===== config.mk =====
export PLATFORM = sky130hd
export DESIGN_NAME = spi_inemo_resp
export DESIGN_NICKNAME = d
export VERILOG_FILES = /design/src/rtl/spi_inemo_resp.sv
export SDC_FILE = /design/constraint.sdc
export NUM_CORES = 1
export LEC_CHECK = 0
export ABC_AREA = 1
export BUFFER_PORTS_ARGS = -buffer_cell sky130_fd_sc_hd__buf_2
export CAP_MARGIN = 10
export CORE_UTILIZATION = 45
export DETAILED_ROUTE_END_ITERATION = 16
export PLACE_DENSITY = 0.67
export SETUP_SLACK_MARGIN = 0.05
export SYNTH_ARGS = -nofsm -noshare
export SYNTH_HDL_FRONTEND = slang
export SYNTH_SLANG_ARGS = --single-unit

===== constraint.sdc =====
create_clock -name clk -period 5.38 [get_ports clk]
set_input_delay 0 -clock clk [delete_from_list [all_inputs] [get_ports clk]]
set_output_delay 0 -clock clk [all_outputs]
set_load 0.005 [all_outputs]

===== src/rtl/spi_inemo_resp.sv =====
`default_nettype none
// ============================================================================
// Module      : spi_inemo_resp
// Description : SPI responder modelling the iNEMO inertial sensor. Decodes
//               16-bit read/write frames (idle-high SCLK, sample on rise,
//               shift on fall), holds a small configuration bank and serves
//               yaw-rate samples through OUTZ with a data-ready interrupt.
// Revision    : 1.0 - initial release
// ============================================================================
module spi_inemo_resp #(
   parameter logic [7:0] WHO_AM_I_VAL = 8'h6A
) (
   input  logic        clk,
   input  logic        rst,
   input  logic        SS_n,
   input  logic        SCLK,
   input  logic        MOSI,
   output logic        MISO,
   output logic        INT,
   input  logic        smp_vld,
   input  logic [15:0] yaw_in,
   output logic        setup_done
);

   localparam logic [6:0] c_ADDR_INT1  = 7'h0D;
   localparam logic [6:0] c_ADDR_WHO   = 7'h0F;
   localparam logic [6:0] c_ADDR_CTRL2 = 7'h11;
   localparam logic [6:0] c_ADDR_CTRL7 = 7'h15;
   localparam logic [6:0] c_ADDR_OUTZL = 7'h26;
   localparam logic [6:0] c_ADDR_OUTZH = 7'h27;
   localparam logic [4:0] c_FRAME_BITS = 5'd16;
   localparam logic [4:0] c_ADDR_BITS  = 5'd8;

   typedef enum logic [0:0] {
      S_IDLE   = 1'b0,
      S_ACTIVE = 1'b1
   } state_t;

   state_t      r_state;
   state_t      w_state_next;

   // synchronizers
   logic        r_ss_s1, r_ss_s2, r_ss_s3;
   logic        r_sclk_s1, r_sclk_s2, r_sclk_s3;
   logic        r_mosi_s1, r_mosi_s2;

   // frame datapath
   logic [15:0] r_rx;
   logic [4:0]  r_cnt;
   logic [7:0]  r_tx;
   logic        r_miso;

   // register bank and sample path
   logic [7:0]  r_int1;
   logic [7:0]  r_ctrl2;
   logic [7:0]  r_ctrl7;
   logic [15:0] r_outz;
   logic [15:0] r_pend_val;
   logic        r_pend;
   logic        r_dr;
   logic        r_int;
   logic        r_setup;

   // combinational strobes
   logic        w_sclk_rise;
   logic        w_sclk_fall;
   logic        w_ss_fall;
   logic [15:0] w_rx_next;
   logic [7:0]  w_rd_data;
   logic        w_shift;
   logic        w_load_tx;
   logic        w_tx_shift;
   logic        w_end;
   logic        w_commit_wr;
   logic        w_int_clr;
   logic        w_copy;

   assign w_sclk_rise = r_sclk_s2 & ~r_sclk_s3;
   assign w_sclk_fall = ~r_sclk_s2 & r_sclk_s3;
   assign w_ss_fall   = r_ss_s3 & ~r_ss_s2;
   assign w_rx_next   = {r_rx[14:0], r_mosi_s2};

   // The select chain resets low so a frame already running when reset lifts
   // never shows a falling edge; it is ignored until SS_n has gone high.
   always_ff @(posedge clk or posedge rst) begin
      if (rst) begin
         r_ss_s1   <= 1'b0;
         r_ss_s2   <= 1'b0;
         r_ss_s3   <= 1'b0;
         r_sclk_s1 <= 1'b1;
         r_sclk_s2 <= 1'b1;
         r_sclk_s3 <= 1'b1;
         r_mosi_s1 <= 1'b0;
         r_mosi_s2 <= 1'b0;
      end else begin
         r_ss_s1   <= SS_n;
         r_ss_s2   <= r_ss_s1;
         r_ss_s3   <= r_ss_s2;
         r_sclk_s1 <= SCLK;
         r_sclk_s2 <= r_sclk_s1;
         r_sclk_s3 <= r_sclk_s2;
         r_mosi_s1 <= MOSI;
         r_mosi_s2 <= r_mosi_s1;
      end
   end

   // Frame state register.
   always_ff @(posedge clk or posedge rst) begin
      if (rst) r_state <= S_IDLE;
      else     r_state <= w_state_next;
   end

   // Next-state decode and per-cycle frame strobes.
   always_comb begin
      w_state_next = r_state;
      w_shift      = 1'b0;
      w_load_tx    = 1'b0;
      w_tx_shift   = 1'b0;
      w_end        = 1'b0;
      w_commit_wr  = 1'b0;
      w_int_clr    = 1'b0;
      case (r_state)
         S_IDLE: begin
            if (w_ss_fall) w_state_next = S_ACTIVE;
         end
         S_ACTIVE: begin
            if (r_ss_s2) begin
               w_state_next = S_IDLE;
               w_end        = 1'b1;
               if (r_cnt == c_FRAME_BITS) begin
                  if (!r_rx[15])                       w_commit_wr = 1'b1;
                  else if (r_rx[14:8] == c_ADDR_OUTZH) w_int_clr   = 1'b1;
               end
            end else begin
               if (w_sclk_rise && (r_cnt < c_FRAME_BITS)) begin
                  w_shift = 1'b1;
                  if (r_cnt == (c_ADDR_BITS - 5'd1)) w_load_tx = 1'b1;
               end
               if (w_sclk_fall && (r_cnt >= c_ADDR_BITS) && (r_cnt < c_FRAME_BITS))
                  w_tx_shift = 1'b1;
            end
         end
         default: w_state_next = S_IDLE;
      endcase
   end

   // Read mux addressed by the header as it completes on the 8th rise.
   always_comb begin
      w_rd_data = 8'h00;
      case (w_rx_next[6:0])
         c_ADDR_INT1:  w_rd_data = r_int1;
         c_ADDR_WHO:   w_rd_data = WHO_AM_I_VAL;
         c_ADDR_CTRL2: w_rd_data = r_ctrl2;
         c_ADDR_CTRL7: w_rd_data = r_ctrl7;
         c_ADDR_OUTZL: w_rd_data = r_outz[7:0];
         c_ADDR_OUTZH: w_rd_data = r_outz[15:8];
         default:      w_rd_data = 8'h00;
      endcase
   end

   // RX shift, bit counter, TX shift and MISO drive.
   always_ff @(posedge clk or posedge rst) begin
      if (rst) begin
         r_rx   <= 16'h0000;
         r_cnt  <= 5'd0;
         r_tx   <= 8'h00;
         r_miso <= 1'b0;
      end else if (r_state == S_IDLE) begin
         r_rx   <= 16'h0000;
         r_cnt  <= 5'd0;
         r_tx   <= 8'h00;
         r_miso <= 1'b0;
      end else begin
         if (w_end) r_miso <= 1'b0;
         if (w_shift) begin
            r_rx  <= w_rx_next;
            r_cnt <= r_cnt + 5'd1;
         end
         if (w_load_tx) r_tx <= w_rd_data;
         if (w_tx_shift) begin
            r_miso <= r_tx[7];
            r_tx   <= {r_tx[6:0], 1'b0};
         end
      end
   end

   // Commit completed write frames; unmapped and read-only targets drop.
   always_ff @(posedge clk or posedge rst) begin
      if (rst) begin
         r_int1  <= 8'h00;
         r_ctrl2 <= 8'h00;
         r_ctrl7 <= 8'h00;
      end else if (w_commit_wr) begin
         case (r_rx[14:8])
            c_ADDR_INT1:  r_int1  <= r_rx[7:0];
            c_ADDR_CTRL2: r_ctrl2 <= r_rx[7:0];
            c_ADDR_CTRL7: r_ctrl7 <= r_rx[7:0];
            default:      ;
         endcase
      end
   end

   // Copy pending sample on any edge that leaves the FSM in IDLE, so the
   // end-of-frame copy coincides with an OUTZ_H clear and the set wins.
   assign w_copy = r_pend & (w_state_next == S_IDLE);

   // Pending sample capture, OUTZ update and data-ready flag.
   always_ff @(posedge clk or posedge rst) begin
      if (rst) begin
         r_pend_val <= 16'h0000;
         r_pend     <= 1'b0;
         r_outz     <= 16'h0000;
         r_dr       <= 1'b0;
      end else begin
         if (smp_vld) begin
            r_pend_val <= yaw_in;
            r_pend     <= 1'b1;
         end else if (w_copy) begin
            r_pend     <= 1'b0;
         end
         if (w_copy) r_outz <= r_pend_val;
         if (w_copy)         r_dr <= 1'b1;
         else if (w_int_clr) r_dr <= 1'b0;
      end
   end

   // Registered INT and sticky setup-complete flag.
   always_ff @(posedge clk or posedge rst) begin
      if (rst) begin
         r_int   <= 1'b0;
         r_setup <= 1'b0;
      end else begin
         r_int   <= r_dr & r_int1[1];
         r_setup <= r_setup | (r_int1[1] & (r_ctrl2 != 8'h00));
      end
   end

   assign MISO       = r_miso;
   assign INT        = r_int;
   assign setup_done = r_setup;

endmodule
`default_nettype wire


==> metrics.yaml, run 1 <==
run_status:
  status: "complete, no violations"
power_and_ir_drop:
  comb_power_share_pct: 7.1
  clockPowerShare_pct: 37.2
  cellPowerDensity_nw_per_um2: 279.7
  p_switching_uw: 357.7
  cellLeakagePower_uw: 0.002526
  seqPwrFrac_pct: 55.6
  switching_share_pct: 24.75
  ir_worst_vdd_uv: 173.7
  power.internal_uw: 1087
clocking:
  worstSkewPairLatency_ns: 0.38
  cts_buffers: 9
  cts.clk_slew.worst_paths_ns: 0.10
  cts_root_buffer: "clkbuf_8"
  htreeDepth: 3
  clkSinkCount: 99
  clk_path_buf_depth: 2
  cts_tree: "done"
synth:
  synth_seq_cells: 99
  synthArstFlopShare_pct: 100.0
  syn_nets: 530
  synth_top_cell_by_area: "dfrtp_1"
  synth_top_area_share_pct: 52.99
  synth.most_common_cell: "nand2_1"
  synth_edf_count: 0
  syn_inst: 506
  yosys_warnings: 0
  synth_area_um2: 4533
  ys_seq_area_share_pct: 54.73
  ys.flop_type: "dfrtp_1"
  synthTopCellsByCount: "nand2_1 (100), dfrtp_1 (96), inv_1 (75), o21ai_0 (53), nand3_1 (49)"
  ys_top_cells_by_area: "dfrtp_1 (53%), nand2_1 (8.3%), inv_1 (6.2%)"
  synth_cell_types: 39
  avgSynthCellArea_um2: 8.959
cells_and_area:
  diodes: 0
  fin_nets: 574
  fillers: 898
  final_cell_area_um2: 5166
  utilization_pct: 52.85
  area_delta_synth_final_pct: 13.97
  drive_gt1_share_pct: 16.04
floorplanning:
  io_pins: 25
  design.die.area_um2: 10480
  rows: 36
  core_um2: 9774
  start_util_pct: 46.38
  die_h_um: 102.4
  die_w_um: 102.4
critical_path:
  cpMaxStageDelayCell: "and3_1"
  worstPathCellList: "inv_1 > ha_1 > nand3_1 > nor3_2 > and3_1 > nand2_2 > nor2_1 > a21oi_2"
  cp.arrival_ns: 2.22
  crit_required_ns: 5.64
  crit_path_max_fanout: 15
  path_depth: 8
  worstSetupPathType: "register to register"
  end_kind: "register"
  rr_startpoint: "r_cnt[0]"
  rr_endpoint: "r_ctrl7[6]"
  rrSetupSlack_ns: 3.42
  crit_path_start_kind: "register"
  path_buf_inv: 1
  rr_worst_depth: 8
  path_delay_family: "simple AND/OR/NAND/NOR gates"
  critPathMaxStageDelay_ns: 0.42
timing:
  max_slew_margin_pct: 48.89
  fin_crit_ns: 1.959
  fin_worst_skew_ns: 0.009544
  tightest_slew_ns: 0.7666
  rsz0062_at_grt: "false"
  report.final.slew_viol_count: 0
  finalCritPeriodShare_pct: 36.41
  fmaxAchievable_mhz: 510.6
  fin_tns_setup_ns: 0
  setup_violations: 0
  finalHoldViolations: 0
grt:
  grt_max_degree: 62
  gr-total-overflow: 0
  grt_pass1_vias: 3289
  grt_pass1_wl_um: 15630
  track_usage_pct: 19.82
  antenna_found_initial: 0
worst_hold_path:
  hp-class: "input pin to register"
  worstHoldStart: "smp_vld"
  hold_path_end: "r_pend_val[6]"
  whs_path_depth: 3
run:
  maxCapViolCount: 0
routing:
  postRouteAntennaNets: 0
  vias_per_cell: 5.026
  vias: 3458
  dr_wl_met3_um: 339
  firstDrtPassIters: 5
  drc: 0
  wl_met2_um: 4542
  top_layer_used: "met4"
  routed_wirelength_um: 9420
  drt-initial-drc-count: 179
  wl_met1_um: 4389
  wl_per_cell_um: 13.69
place:
  placed_area_um2: 4741
  place_congestion: 0.8527
  dp.final_hpwl_um: 6568
  numPortBuffers: 24
[per-layer routing]
layer / GRT usage, % / up-vias
met5: 0 / -
met4: 7.363 / 0
met3: 4.309 / 16
met2: 32.11 / 66
met1: 26.16 / 1660
li1: - / 1716
[stage by stage]
| step | hold slack (ns) | setup WS (ns) | power, uW | cells |
|---|---|---|---|---|
| final | 0.05181 | 3.421 | 1445 | 688 |
| after global routing | 0.07859 | 3.234 | 1503 | 688 |
| after CTS | 0.05673 | 3.419 | 1456 | 688 |
| after detailed placement | 0.06393 | 3.445 | 912.5 | 652 |
| after global placement | 0.05776 | 3.512 | 907.0 | 652 |
| after floorplan | 0.004478 | 2.795 | 881.8 | 506 |
[layout make-up]
type,instances,area [um2],area share [%]
flip-flops and latches,99,2481,48.03
multi-input cells,313,1655,32.04
repair buffers,45,327.8,6.345
inverters,82,310.3,6.006
well taps,133,166.4,3.221
clock buffers,9,123.9,2.398
clock inverters,7,101.3,1.962
[state kept, by name (all words and copies together), names as in the netlist, 5 cells and up]
register	flops
r_cnt	5
r_ctrl2	8
r_ctrl7	8
r_int1	8
r_outz	16
r_pend_val	16
r_rx	16
r_tx	8
[kinds of logic after synthesis]
kind of cell | count (synthesis) | share of synthesized area (%)
buffers and inverters | 94 | 8.749
AOI/OAI and AO/OA | 97 | 12.89
DFF | 99 | 54.73
adders and majority gates | 2 | 0.5519
muxes | 3 | 0.7452
and+or+nand+nor | 211 | 22.33
[how the worst max path moves through the flow]
stage,from,to,slack [ns]
4_1_cts,r_cnt[0],r_ctrl7[6],3.42
3_5_place_dp,r_cnt[0],r_ctrl7[6],3.44
3_3_place_gp,r_cnt[0],r_ctrl7[6],3.51
6_report,r_cnt[0],r_ctrl7[6],3.42
2_1_floorplan,rst,INT,2.79
5_1_grt,r_cnt[0],r_ctrl7[6],3.23
[worst register-to-register path, cell delays in order (launching register included)]
cell and delay [ns]:
dfrtp_1 0.41, inv_1 0.10, ha_1 0.15, nand3_1 0.08, nor3_2 0.14, and3_1 0.42
nand2_2 0.31, nor2_1 0.20, a21oi_2 0.04
[timing repair]
item / CTS / global route
endpoints found under the hold margin: 57 / 0
buffers inserted: 0 / 0
gates resized for setup: 0 / 0
hold buffers: 20 / 0
[power by group through the flow]
stage / logic, uW / clock network (uW) / registers (uW)
after CTS: 105 / 546 / 804
final: 103 / 538 / 804
after global routing: 120 / 574 / 809
after detailed placement: 93.3 / 0 / 819
after floorplan: 68.8 / 0 / 813
after global placement: 89.2 / 0 / 818
[placed cells by master (no fill, tap or decap), types with 8 or more instances in the layout]
cell           count
buf_2             24
o21ai_0           53
a22oi_1            8
dfrtp_1           96
nand2_1          100
nand3_1           49
inv_1             74
clkbuf_8           9
o21ai_1            9
dlygate4sd3_1     20
o22ai_1            8
nor2_1            32
No activity file was read; power rests on OpenSTA's default activity.
==> run 2, diff against run 1 <==
--- a/config.mk
+++ b/config.mk
@@ -5,12 +5,12 @@
 export SDC_FILE = /design/constraint.sdc
 export NUM_CORES = 1
 export LEC_CHECK = 0
-export ABC_AREA = 1
+export ABC_AREA = 0
 export BUFFER_PORTS_ARGS = -buffer_cell sky130_fd_sc_hd__buf_2
 export CAP_MARGIN = 10
 export CORE_UTILIZATION = 45
 export DETAILED_ROUTE_END_ITERATION = 16
-export PLACE_DENSITY = 0.67
+export PLACE_DENSITY = 0.69
 export SETUP_SLACK_MARGIN = 0.05
 export SYNTH_ARGS = -nofsm -noshare
 export SYNTH_HDL_FRONTEND = slang
==> constraint.sdc (replaced) <==
create_clock -name clk -period 1.78 [get_ports clk]
set_input_delay 0 -clock clk [delete_from_list [all_inputs] [get_ports clk]]
set_output_delay 0 -clock clk [all_outputs]
set_load 0.005 [all_outputs]
==> run 2 against run 1 <==
Setup slack worse by 3.8 ns. Clock power increased to 3.1 times the previous value. Cell area rose by 7.6%. Register-to-register slack got worse by 3.8 ns. The run now ends with setup timing left. Cell count is 16% lower. Clock skew increased by 0.0060 ns. Via count is 12% lower. Wire length grew 1.5%. Critical endpoint is now r_int1[6]. Sequential cell count did not move. Area after synthesis is 1.2% lower. Core utilization rose by 4.3 points. Highest routed layer unchanged. Sequential power grew to 3.0 times the previous value.
==> metrics.yaml, run 2 <==
synth:
  synth_cell_types: 47  # +21%
  avgSynthCellArea_um2: 12.28  # +37%
  synth_adder_area_share_pct: 0.5585  # +0.0065 points
  yosys_warnings: 0  # unchanged
  synth_top_cell_by_area: "dfrtp_1"
  synth.most_common_cell: "dfrtp_1"
  synth-simple-area-share_pct: 12.48  # -9.8 points
  synthArstFlopShare_pct: 100.0  # unchanged
  synth_top_family_by_area: "multiplexers"
  syn_nets: 389  # -27%
  synthTopCellsByCount: "dfrtp_1 (96), mux2_2 (49), nand2_1 (45), clkbuf_1 (21), a21boi_0 (18)"
  synth_area_um2: 4481  # -1.2%
  synthMuxAreaShare_pct: 18.57  # +18 points
  ys.flop_type: "dfrtp_1"
  synth_compound_area_share_pct: 9.495  # -3.4 points
  ys_seq_area_share_pct: 55.38  # +0.64 points
  synth_seq_cells: 99  # unchanged
  synth-xor-area-share_pct: 0.3910  # +0.39 points
  synth_edf_count: 0  # unchanged
  synth_top_area_share_pct: 53.62  # +0.62 points
  ys_top_cells_by_area: "dfrtp_1 (54%), mux2_2 (12%), nand2_1 (3.8%)"
  syn_inst: 365  # -28%
critical_path:
  end_kind: "register"
  cpMaxStageDelayCell: "or4_4"
  rr_startpoint: "r_cnt[1]"
  crit_path_start_kind: "register"
  cp.arrival_ns: 2.45  # +0.23 ns
  path_delay_family: "simple AND/OR/NAND/NOR gates"
  rrSetupSlack_ns: -0.41  # -3.83 ns
  rr_worst_depth: 6  # -2
  crit_required_ns: 2.03  # -3.61 ns
  rr_endpoint: "r_int1[6]"
  path_buf_inv: 1  # unchanged
  crit_path_max_fanout: 8  # -7
  critPathMaxStageDelay_ns: 0.54  # +0.12 ns
  worstPathCellList: "inv_1 > ha_4 > nand4b_1 > or4b_4 > or4_4 > mux2_4"
  worstSetupPathType: "register to register"
grt:
  track_usage_pct: 20.23  # +0.41 points
  grt_pass1_wl_um: 15610  # -0.13%
  grt_pass1_vias: 3091  # -6.0%
  grt_max_degree: 100  # +61%
  antenna_found_initial: 0  # unchanged
  gr-total-overflow: 0  # unchanged
timing:
  fin_worst_skew_ns: 0.01558  # +0.006035 ns
  setup_violations: 25  # +25
  max_slew_margin_pct: 65.35  # +16 points
  fin_crit_ns: 2.193  # +0.2346 ns
  finalCritPeriodShare_pct: 123.2  # +87 points
  fin_ws_ns: -0.4132  # -3.835 ns
  report.final.slew_viol_count: 0  # unchanged
  rsz0062_at_grt: "true"
  fmaxAchievable_mhz: 456.0  # -11%
  tightest_slew_ns: 0.5198  # -0.2469 ns
  finalHoldViolations: 0  # unchanged
  whs_ns: 0.07730  # +0.02549 ns
run_status:
  violations: "setup timing"
  status: "complete, but fails checks"
clocking:
  htreeDepth: 3  # unchanged
  worstSkewPairLatency_ns: 0.37  # about the same
  clkSinkCount: 99  # unchanged
  cts_buffers: 9  # unchanged
  cts_tree: "done"
  clk_path_buf_depth: 2  # unchanged
  cts_root_buffer: "clkbuf_8"
  cts.clk_slew.worst_paths_ns: 0.10  # about the same
floorplanning:
  die_h_um: 101.8  # -0.57%
  start_util_pct: 46.05  # -0.33 points
  design.die.area_um2: 10360  # -1.1%
  rows: 36  # unchanged
  core_um2: 9729  # -0.46%
  die_w_um: 101.8  # -0.57%
  io_pins: 25  # unchanged
power_and_ir_drop:
  cellLeakagePower_uw: 0.002456  # -2.8%
  cellPowerDensity_nw_per_um2: 800.1  # +190%
  ir_worst_vdd_uv: 371.9  # +110%
  total_power_uw: 4446  # +210%
routing:
  routed_wirelength_um: 9566  # +1.5%
  drt-initial-drc-count: 111  # -38%
  wl_per_cell_um: 16.61  # +21%
  firstDrtPassIters: 4  # -1
  vias: 3058  # -12%
  drc: 0  # unchanged
  vias_per_cell: 5.309  # +5.6%
  postRouteAntennaNets: 0  # unchanged
cells_and_area:
  area_delta_synth_final_pct: 24.02
  final_cell_mix: "dfrtp_1 (94), mux2_2 (48), nand2_1 (45)"
  utilization_pct: 57.11  # +4.3 points
  drive_gt1_share_pct: 36.34  # +20 points
  diodes: 0  # unchanged
  fillers: 851  # -5.2%
  fin_nets: 462  # -20%
  mostFrequentLayoutCell: "dfrtp_1"
  reg_top3: "r_outz x16, r_pend_val x16, r_rx x16"
  instances_no_fill: 576  # -16%
worst_hold_path:
  whs_path_depth: 2  # -1
  worstHoldStart: "smp_vld"
  hp-class: "input pin to register"
  hold_path_end: "r_pend"
place:
  dp.cells: 532  # -18%
  place_congestion: 0.8670  # +1.7%
  numPortBuffers: 24  # unchanged
  dp.final_hpwl_um: 6041  # -8.0%
run:
  maxCapViolCount: 0  # unchanged
[run 2: metrics by stage]
stage / cell area (um2) / worst slack (ns) / setup TNS (ns)
3_3_place_gp: 4975 / -0.3785 / -9.451
3_5_place_dp: 4975 / -0.3926 / -10.40
4_1_cts: 5482 / -0.4090 / -8.647
6_report: 5557 / -0.4132 / -8.700
2_1_floorplan: 4544 / -0.3822 / -8.131
5_1_grt: 5557 / -0.4986 / -11.48
[run 2: logic make-up after synthesis]
kind of cell	after synthesis
flops	99
xor+xnor	2
simple gates	97
buf+inv	35
compound gates	57
fa+ha+maj	2
mux	73
[run 2: what timing repair did]
item / CTS / global route
cloned: 1 / 1
hold buffers: 20 / 0
buffers inserted: 1 / 5
hold endpoints to repair: 115 / 0
resized for setup: 14 / 9
pin swaps: 5 / 2
endpoints found under the setup margin: 51 / 51
[run 2: where the power goes]
part,switching [uW],total (uW),internal (uW)
Clock,806,1650,843
Combinational,153,352,199
Sequential,69.2,2440,2380
[run 2: per-layer routing]
metal / track usage (%) / vias to the layer above / wire length (um)
met5: 0 / - / 0
met4: 9.253 / 0 / 259
met3: 4.348 / 18 / 281
met2: 32.95 / 49 / 4645
met1: 25.88 / 1533 / 4379
li1: - / 1458 / -
[run 2: cell type report]
cell class	count	area, um2	area share, %
well taps	133	166.4	2.995
clock buffers	10	137.6	2.477
clock inverters	6	93.84	1.689
repair buffers	85	679.4	12.23
multi-input cells	232	1951	35.10
flip-flops and latches	99	2484	44.70
inverters	11	45.04	0.8106
[run 2: worst reg2reg max path, delay by kind of cell (launching register included)]
kind	cells	cell delay, ns
DFF	1	0.40
adders and majority gates	1	0.12
muxes	1	0.34
buffers and inverters	1	0.09
and+or+nand+nor	3	1.13
[run 2: worst max-delay path by stage]
stage,start,slack [ns],end,cells after the start
final,r_cnt[1],-0.41,r_int1[6],6
after floorplan,r_cnt[0],-0.38,r_int1[0],7
after detailed placement,r_cnt[0],-0.39,r_int1[1],6
after global placement,r_cnt[0],-0.38,r_int1[4],6
after global routing,r_cnt[1],-0.50,r_int1[5],6
after CTS,r_cnt[0],-0.41,r_int1[6],6
